File: src/rtl/laser_pkg.sv
// Shared types and constants for the two-circle LASER coverage engine.
package laser_pkg;

    localparam int NPTS    = 40;   // number of target points held by the loader
    localparam int CNT_W   = 6;    // width of a coverage count (0..NPTS)
    localparam int COORD_W = 4;    // width of one grid coordinate

    localparam logic [COORD_W-1:0] GRID_MAX = 4'd15;

    typedef enum logic [2:0] {
        ST_IDLE,
        ST_ISSUE,
        ST_WAIT,
        ST_NEXT,
        ST_FINISH
    } scan_state_e;

    // Which circle center is being optimized in the current phase.
    typedef enum logic {
        PH_C1 = 1'b0,
        PH_C2 = 1'b1
    } phase_e;

    typedef struct packed {
        logic [COORD_W-1:0] x;
        logic [COORD_W-1:0] y;
    } coord_t;

endpackage

File: src/rtl/laser_cand_gen.sv
// Raster scan position generator: walks x then y over the 16x16 grid and
// flags the last grid cell so the scheduler knows the phase is ending.
module laser_cand_gen
    import laser_pkg::*;
(
    input  logic               CLK,
    input  logic               RST,
    input  logic               clear_i,
    input  logic               adv_i,
    output logic [COORD_W-1:0] x_o,
    output logic [COORD_W-1:0] y_o,
    output logic               phase_end_o
);

    logic [COORD_W-1:0] x_q, x_d;
    logic [COORD_W-1:0] y_q, y_d;
    logic               end_q, end_d;

    // Next scan position; the end flag is precomputed so it is a clean register.
    always_comb begin
        x_d   = x_q;
        y_d   = y_q;
        end_d = end_q;
        if (clear_i) begin
            x_d   = '0;
            y_d   = '0;
            end_d = 1'b0;
        end else if (adv_i) begin
            if (x_q == GRID_MAX) begin
                x_d = '0;
                y_d = y_q + 4'd1;   // (15,15) wraps naturally to (0,0)
            end else begin
                x_d = x_q + 4'd1;
            end
            end_d = (x_d == GRID_MAX) && (y_d == GRID_MAX);
        end
    end

    // Position and end-flag registers.
    always_ff @(posedge CLK or posedge RST) begin
        if (RST) begin
            x_q   <= '0;
            y_q   <= '0;
            end_q <= 1'b0;
        end else begin
            x_q   <= x_d;
            y_q   <= y_d;
            end_q <= end_d;
        end
    end

    assign x_o         = x_q;
    assign y_o         = y_q;
    assign phase_end_o = end_q;

endmodule

File: src/rtl/laser_scan_ctrl.sv
// Search scheduler: alternately raster-scans candidate centers for circle 1
// and circle 2, sends each to the coverage datapath, keeps the best pair and
// publishes it once a full pass brings no gain or the pass limit is hit.
module laser_scan_ctrl
    import laser_pkg::*;
#(
    parameter int                 MAX_PASS = 4,
    parameter logic [COORD_W-1:0] INIT_X   = 4'd0,
    parameter logic [COORD_W-1:0] INIT_Y   = 4'd0
) (
    input  logic               CLK,
    input  logic               RST,
    input  logic               start,
    output logic               cand_valid,
    input  logic               cand_ready,
    output logic [COORD_W-1:0] cand_x,
    output logic [COORD_W-1:0] cand_y,
    output logic [COORD_W-1:0] fix_x,
    output logic [COORD_W-1:0] fix_y,
    input  logic               res_valid,
    input  logic [CNT_W-1:0]   res_cnt,
    output logic [COORD_W-1:0] C1X,
    output logic [COORD_W-1:0] C1Y,
    output logic [COORD_W-1:0] C2X,
    output logic [COORD_W-1:0] C2Y,
    output logic               DONE
);

    localparam logic [3:0] PASS_LIMIT = 4'(MAX_PASS);

    scan_state_e        state_q, state_d;
    phase_e             phase_q, phase_d;
    logic [3:0]         pass_q, pass_d;
    logic               improved_q, improved_d;
    logic [CNT_W-1:0]   best_q, best_d;
    coord_t             c1_q, c1_d, c2_q, c2_d;
    coord_t             c1_out_q, c1_out_d, c2_out_q, c2_out_d;
    logic               done_q, done_d;

    logic               gen_clear, gen_adv, gen_end;
    logic [COORD_W-1:0] scan_x, scan_y;
    logic               search_over;

    laser_cand_gen u_cand_gen (
        .CLK         (CLK),
        .RST         (RST),
        .clear_i     (gen_clear),
        .adv_i       (gen_adv),
        .x_o         (scan_x),
        .y_o         (scan_y),
        .phase_end_o (gen_end)
    );

    // Last cell of a C2 phase ends the search unless that pass improved and passes remain.
    assign search_over = gen_end && (phase_q == PH_C2) &&
                         (!improved_q || (pass_q == PASS_LIMIT));

    // FSM state register.
    always_ff @(posedge CLK or posedge RST) begin
        if (RST) begin
            state_q <= ST_IDLE;
        end else begin
            state_q <= state_d;
        end
    end

    // FSM next-state logic.
    always_comb begin
        state_d = state_q;
        case (state_q)
            ST_IDLE:   if (start)      state_d = ST_ISSUE;
            ST_ISSUE:  if (cand_ready) state_d = ST_WAIT;
            ST_WAIT:   if (res_valid)  state_d = ST_NEXT;
            ST_NEXT:   state_d = search_over ? ST_FINISH : ST_ISSUE;
            ST_FINISH: state_d = ST_IDLE;
            default:   state_d = ST_IDLE;
        endcase
    end

    // FSM outputs: handshake, candidate/fixed center, scan control, completion.
    always_comb begin
        cand_valid = (state_q == ST_ISSUE);
        cand_x     = scan_x;
        cand_y     = scan_y;
        fix_x      = (phase_q == PH_C1) ? c2_q.x : c1_q.x;
        fix_y      = (phase_q == PH_C1) ? c2_q.y : c1_q.y;
        gen_clear  = (state_q == ST_IDLE) && start;
        gen_adv    = (state_q == ST_NEXT);
        done_d     = (state_d == ST_FINISH);
    end

    // Search bookkeeping: centers, best count, phase, pass and improvement flag.
    always_comb begin
        phase_d    = phase_q;
        pass_d     = pass_q;
        improved_d = improved_q;
        best_d     = best_q;
        c1_d       = c1_q;
        c2_d       = c2_q;
        case (state_q)
            ST_IDLE: begin
                if (start) begin
                    c1_d       = '{x: INIT_X, y: INIT_Y};
                    c2_d       = '{x: INIT_X, y: INIT_Y};
                    best_d     = '0;
                    phase_d    = PH_C1;
                    pass_d     = 4'd1;
                    improved_d = 1'b0;
                end
            end
            ST_WAIT: begin
                // Strict compare so ties keep the earlier candidate.
                if (res_valid && (res_cnt > best_q)) begin
                    best_d     = res_cnt;
                    improved_d = 1'b1;
                    if (phase_q == PH_C1) begin
                        c1_d = '{x: scan_x, y: scan_y};
                    end else begin
                        c2_d = '{x: scan_x, y: scan_y};
                    end
                end
            end
            ST_NEXT: begin
                if (gen_end && !search_over) begin
                    if (phase_q == PH_C1) begin
                        phase_d = PH_C2;
                    end else begin
                        phase_d    = PH_C1;
                        pass_d     = pass_q + 4'd1;
                        improved_d = 1'b0;
                    end
                end
            end
            default: ;
        endcase
        // Published centers move only on entry to FINISH, so they line up with DONE.
        c1_out_d = done_d ? c1_q : c1_out_q;
        c2_out_d = done_d ? c2_q : c2_out_q;
    end

    // Search bookkeeping and result registers.
    always_ff @(posedge CLK or posedge RST) begin
        if (RST) begin
            phase_q    <= PH_C1;
            pass_q     <= '0;
            improved_q <= 1'b0;
            best_q     <= '0;
            c1_q       <= '0;
            c2_q       <= '0;
            c1_out_q   <= '0;
            c2_out_q   <= '0;
            done_q     <= 1'b0;
        end else begin
            phase_q    <= phase_d;
            pass_q     <= pass_d;
            improved_q <= improved_d;
            best_q     <= best_d;
            c1_q       <= c1_d;
            c2_q       <= c2_d;
            c1_out_q   <= c1_out_d;
            c2_out_q   <= c2_out_d;
            done_q     <= done_d;
        end
    end

    assign C1X  = c1_out_q.x;
    assign C1Y  = c1_out_q.y;
    assign C2X  = c2_out_q.x;
    assign C2Y  = c2_out_q.y;
    assign DONE = done_q;

endmodule

File: config.mk
export PLATFORM = sky130hd
export DESIGN_NAME = laser_scan_ctrl
export DESIGN_NICKNAME = d
export VERILOG_FILES = /design/src/rtl/laser_pkg.sv /design/src/rtl/laser_cand_gen.sv /design/src/rtl/laser_scan_ctrl.sv
export SDC_FILE = /design/constraint.sdc
export NUM_CORES = 1
export LEC_CHECK = 0
export CAP_MARGIN = 0
export CELL_PAD_IN_SITES_DETAIL_PLACEMENT = 1
export CELL_PAD_IN_SITES_GLOBAL_PLACEMENT = 2
export CORE_MARGIN = 8
export CORE_UTILIZATION = 35
export DETAILED_ROUTE_END_ITERATION = 10
export GPL_TIMING_DRIVEN = 0
export PLACE_DENSITY = 0.8
export SETUP_SLACK_MARGIN = 0.5
export SYNTH_ARGS = -nofsm -noshare
export SYNTH_HDL_FRONTEND = slang
export SYNTH_SLANG_ARGS = --single-unit
File: constraint.sdc
create_clock -name CLK -period 2.3 [get_ports CLK]
set_clock_uncertainty 0.05 [all_clocks]
set_input_delay 0.46 -clock CLK [delete_from_list [all_inputs] [get_ports CLK]]
set_output_delay 0.46 -clock CLK [all_outputs]
set_load 0.02 [all_outputs]
==> impl_metrics.env <==
export IMPL_synth_seq_cells=57
export IMPL_r2r_setup_slack_ps=340
export IMPL_syn_area_mm2=0.00295
export IMPL_overflow=0
export IMPL_routed_wl_um=9200
export IMPL_antennaDiodeCount=0
export IMPL_clock_latency_ps=350
export IMPL_initial_core_util_pct=36.0
export IMPL_layout_setup_ws_ps=307
export IMPL_sequentialPowerShare_pct=32.0
export IMPL_finalNetCount=383
export IMPL_drive_above_1_share_pct=38.6
export IMPL_cp_endpoint="fix_y[2]"
export IMPL_ant_nets=0
export IMPL_crit_top_cell="buf_6"
export IMPL_setup_worst_path_start="phase_q$_DFFE_PP0P_"
export IMPL_synth_edf_count=0
export IMPL_syn_inst=266
export IMPL_period_minus_slack_ps=1990
export IMPL_grt_use_met2_pct=24.4
export IMPL_p_int_mw=2.55
export IMPL_path_depth=4
export IMPL_path_cells="buf_6 -> buf_6 -> mux2_4 -> buf_6"
export IMPL_groute_usage_overall_pct=15.3
export IMPL_io_buffers=44
export IMPL_worstReg2RegStart="best_q[5]$_DFFE_PP0P_"
export IMPL_rsz0062_at_grt="yes"
export IMPL_clockRootBuffer="clkbuf_8"
export IMPL_leakagePower_nw=2.12
export IMPL_die_area_mm2=0.0116
export IMPL_synth_async_reset_ratio_pct=100
export IMPL_max_freq_mhz=502
export IMPL_ir_drop_uv=428
export IMPL_drt_pass1_iter_count=4
export IMPL_criticalPathCategory="register to primary output"
export IMPL_rr_endpoint="best_q[5]$_DFFE_PP0P_"
export IMPL_worst_pin_slew_ps=737
export IMPL_ys_warnings_count=0
export IMPL_combPwrFrac_pct=43.7
export IMPL_dp_cells=415
export IMPL_power_frac_clock_pct=24.3
export IMPL_r2r_cells=7
export IMPL_yosys_top_cells_area="dfrtp_1 48%, mux2_2 11%, mux2i_1 5.8%"
export IMPL_wl_per_cell_um=19.6
export IMPL_grt_max_degree=58
export IMPL_endpoint_kind="primary output"
export IMPL_cts_tree="done"
export IMPL_vias=2461
export IMPL_tns_ps=0
export IMPL_final_setup_viol_count=0
export IMPL_synthFlopType="dfrtp_1"
export IMPL_status="finished, final reports clean"
export IMPL_fin_cells=470
export IMPL_synth_nets=288
export IMPL_crit_required_ps=1790
export IMPL_synthDistinctLibCells=47
export IMPL_grtUsageMet1_pct=19.5
export IMPL_place_gp_congestion=0.777
export IMPL_antenna_found_initial=0
export IMPL_syn_area_per_cell_um2=11.1
export IMPL_hp_class="register to register"
export IMPL_crit_family="flip-flops"
export IMPL_synth_top_area_share_pct=48.3
export IMPL_htree_num_levels=3
export IMPL_die_y_um=108
export IMPL_cp_slowest_cell="dfrtp_1"
export IMPL_hpwl_um=5290
export IMPL_coreArea_mm2=0.00822
export IMPL_path_clk_slew_ps=70
export IMPL_cts_made_buffers=9
export IMPL_worstPathMaxFanout=5
export IMPL_synth_top_cell_by_area="dfrtp_1"
export IMPL_cp_start_kind="register"
export IMPL_cts_sinks=57
export IMPL_dieWidth_um=108
export IMPL_whs_path_depth=1
export IMPL_powerDensity_mw_per_mm2=900
export IMPL_area_delta_synth_final_pct=51.6
export IMPL_rows=33
export IMPL_yosysSeqAreaShare_pct=48.3
export IMPL_drt_iter0_markers=111
export IMPL_finalMaxSlewViolations=0
export IMPL_hold_buffers=0
export IMPL_slowest_delay_ps=430
export IMPL_cap_violations=0
export IMPL_routed_via_density=5.24
export IMPL_pre_cts_ws_ps=-365
export IMPL_sw_frac_of_total_pct=36.6
export IMPL_nFillCells=879
export IMPL_hold_viol=0
export IMPL_grt_pass1_wl_um=13700
export IMPL_grt_pass1_vias=2534
export IMPL_relSlewSlack_pct=50.8
export IMPL_io_pins=45
export IMPL_cts_max_path_buffers=2
export IMPL_grt_busiest_layer="met2"
export IMPL_drcViolationCount=0
export IMPL_crit_arrival_ps=1480
export IMPL_crit_buf_inv=3
export IMPL_finalCritPeriodShare_pct=86.6
export IMPL_p_switching_mw=1.48
export IMPL_met3_usage_pct=3.65
flip-flops by register name, summed over array words and instances, names as in the netlist:
| register | count |
|---|---|
| phase_q | 1 |
| u_cand_gen.phase_end_o | 1 |
| best_q | 6 |
| DONE | 1 |
| C1X | 4 |
| C2X | 4 |
| pass_q | 4 |
| u_cand_gen.x_o | 4 |
| improved_q | 1 |
| c1_q | 8 |
| c2_q | 8 |
| state_q | 3 |
| u_cand_gen.y_o | 4 |
| C1Y | 4 |
| C2Y | 4 |
worst min-delay path by stage:
stage	from	to	slack [ps]
2_1_floorplan	pass_q[3]$_DFFE_PP0P_	pass_q[3]$_DFFE_PP0P_	440
3_3_place_gp	C1X[0]$_DFFE_PP0N_	C1X[0]$_DFFE_PP0N_	440
3_5_place_dp	C2Y[2]$_DFFE_PP0N_	C2Y[2]$_DFFE_PP0N_	450
4_1_cts	C1X[3]$_DFFE_PP0N_	C1X[3]$_DFFE_PP0N_	460
5_1_grt	C2Y[2]$_DFFE_PP0N_	C2Y[2]$_DFFE_PP0N_	470
6_report	C2Y[2]$_DFFE_PP0N_	C2Y[2]$_DFFE_PP0N_	460
Yosys cell counts, types with 3 or more instances:
master / count
inv_1: 19
nand2b_1: 3
o211ai_1: 3
buf_2: 5
mux2i_1: 17
ha_1: 11
nand2_1: 26
nor2_1: 13
mux2_2: 29
a21o_1: 4
buf_4: 3
nand3b_1: 4
a21oi_1: 12
dfrtp_1: 57
o21ai_0: 11
nand3_1: 9
and2_1: 3
layer usage:
metal  routed length [um]  part of all wire, %  vias up
met2                 4480                   49       37
met1                 4220                   46     1277
met3                  286                  3.1       16
li1                     -                    -     1131
met5                    0                    0        -
met4                  213                  2.3        0
placed cells by master, fill, tap and decap left out, drive strengths merged, types with 3 or more instances in the layout:
cell type      synthesis  routed
and2                   3       3
a21o                   4       4
nand3                 10      10
nor2                  13      13
nand3b                 4       4
inv                   19      18
buf                   10      57
o211ai                 3       3
ha                    11      11
nand2b                 3       3
mux2i                 17      17
nand2                 26      26
o21ai                 11      11
clkbuf                 1      15
clkdlybuf4s50          0       3
a21oi                 12      12
dfrtp                 57      57
mux2                  29      29
dlygate4sd2            0      29
timing repair:
action / 4_1_cts / 5_1_grt
setup endpoints to repair: 78 / 59
endpoints found under the hold margin: 0 / 0
buffers inserted: 23 / 14
pin swaps: 10 / 9
cloned: 1 / 1
resized for setup: 121 / 53
cell type report:
type	instances	area (um^2)	share of cell area [%]
sequential	57	1430	31.9
inverter	19	75.1	1.68
tap	105	131	2.93
timing repair buffer	84	827	18.5
clock buffer	12	155	3.46
multi-input combinational	179	1710	38.3
clock inverter	3	40.0	0.894
buffer	11	105	2.35
power groups by stage:
stage	Combinational (mW)	Sequential [mW]	Clock [mW]
5_1_grt	1.90	1.31	1.03
4_1_cts	1.48	1.27	0.984
2_1_floorplan	0.834	1.26	0
6_report	1.76	1.29	0.979
3_3_place_gp	1.17	1.27	0
3_5_place_dp	1.19	1.28	0
metrics by stage:
step / util [%] / hold WS [ps] / power, mW / cell area (um^2)
2_1_floorplan: - / 438 / 2.10 / 3030
3_3_place_gp: 43.9 / 439 / 2.44 / 3600
3_5_place_dp: 43.9 / 450 / 2.47 / 3600
4_1_cts: 50.2 / 459 / 3.74 / 4120
5_1_grt: 54.5 / 474 / 4.24 / 4480
6_report: 54.5 / 460 / 4.03 / 4480
cells by family after synthesis:
logic type / count (synthesis) / share of synthesized area [%]
XOR/XNOR: 1 / 0.297
flip-flops: 57 / 48.3
buffers and inverters: 30 / 4.66
AO/OA/AOI/OAI: 46 / 12.2
multiplexers: 46 / 16.8
AND/OR/NAND/NOR: 75 / 13.0
adder cells (fa/ha/maj): 11 / 4.66
No activity file was read; power rests on OpenSTA's default activity.
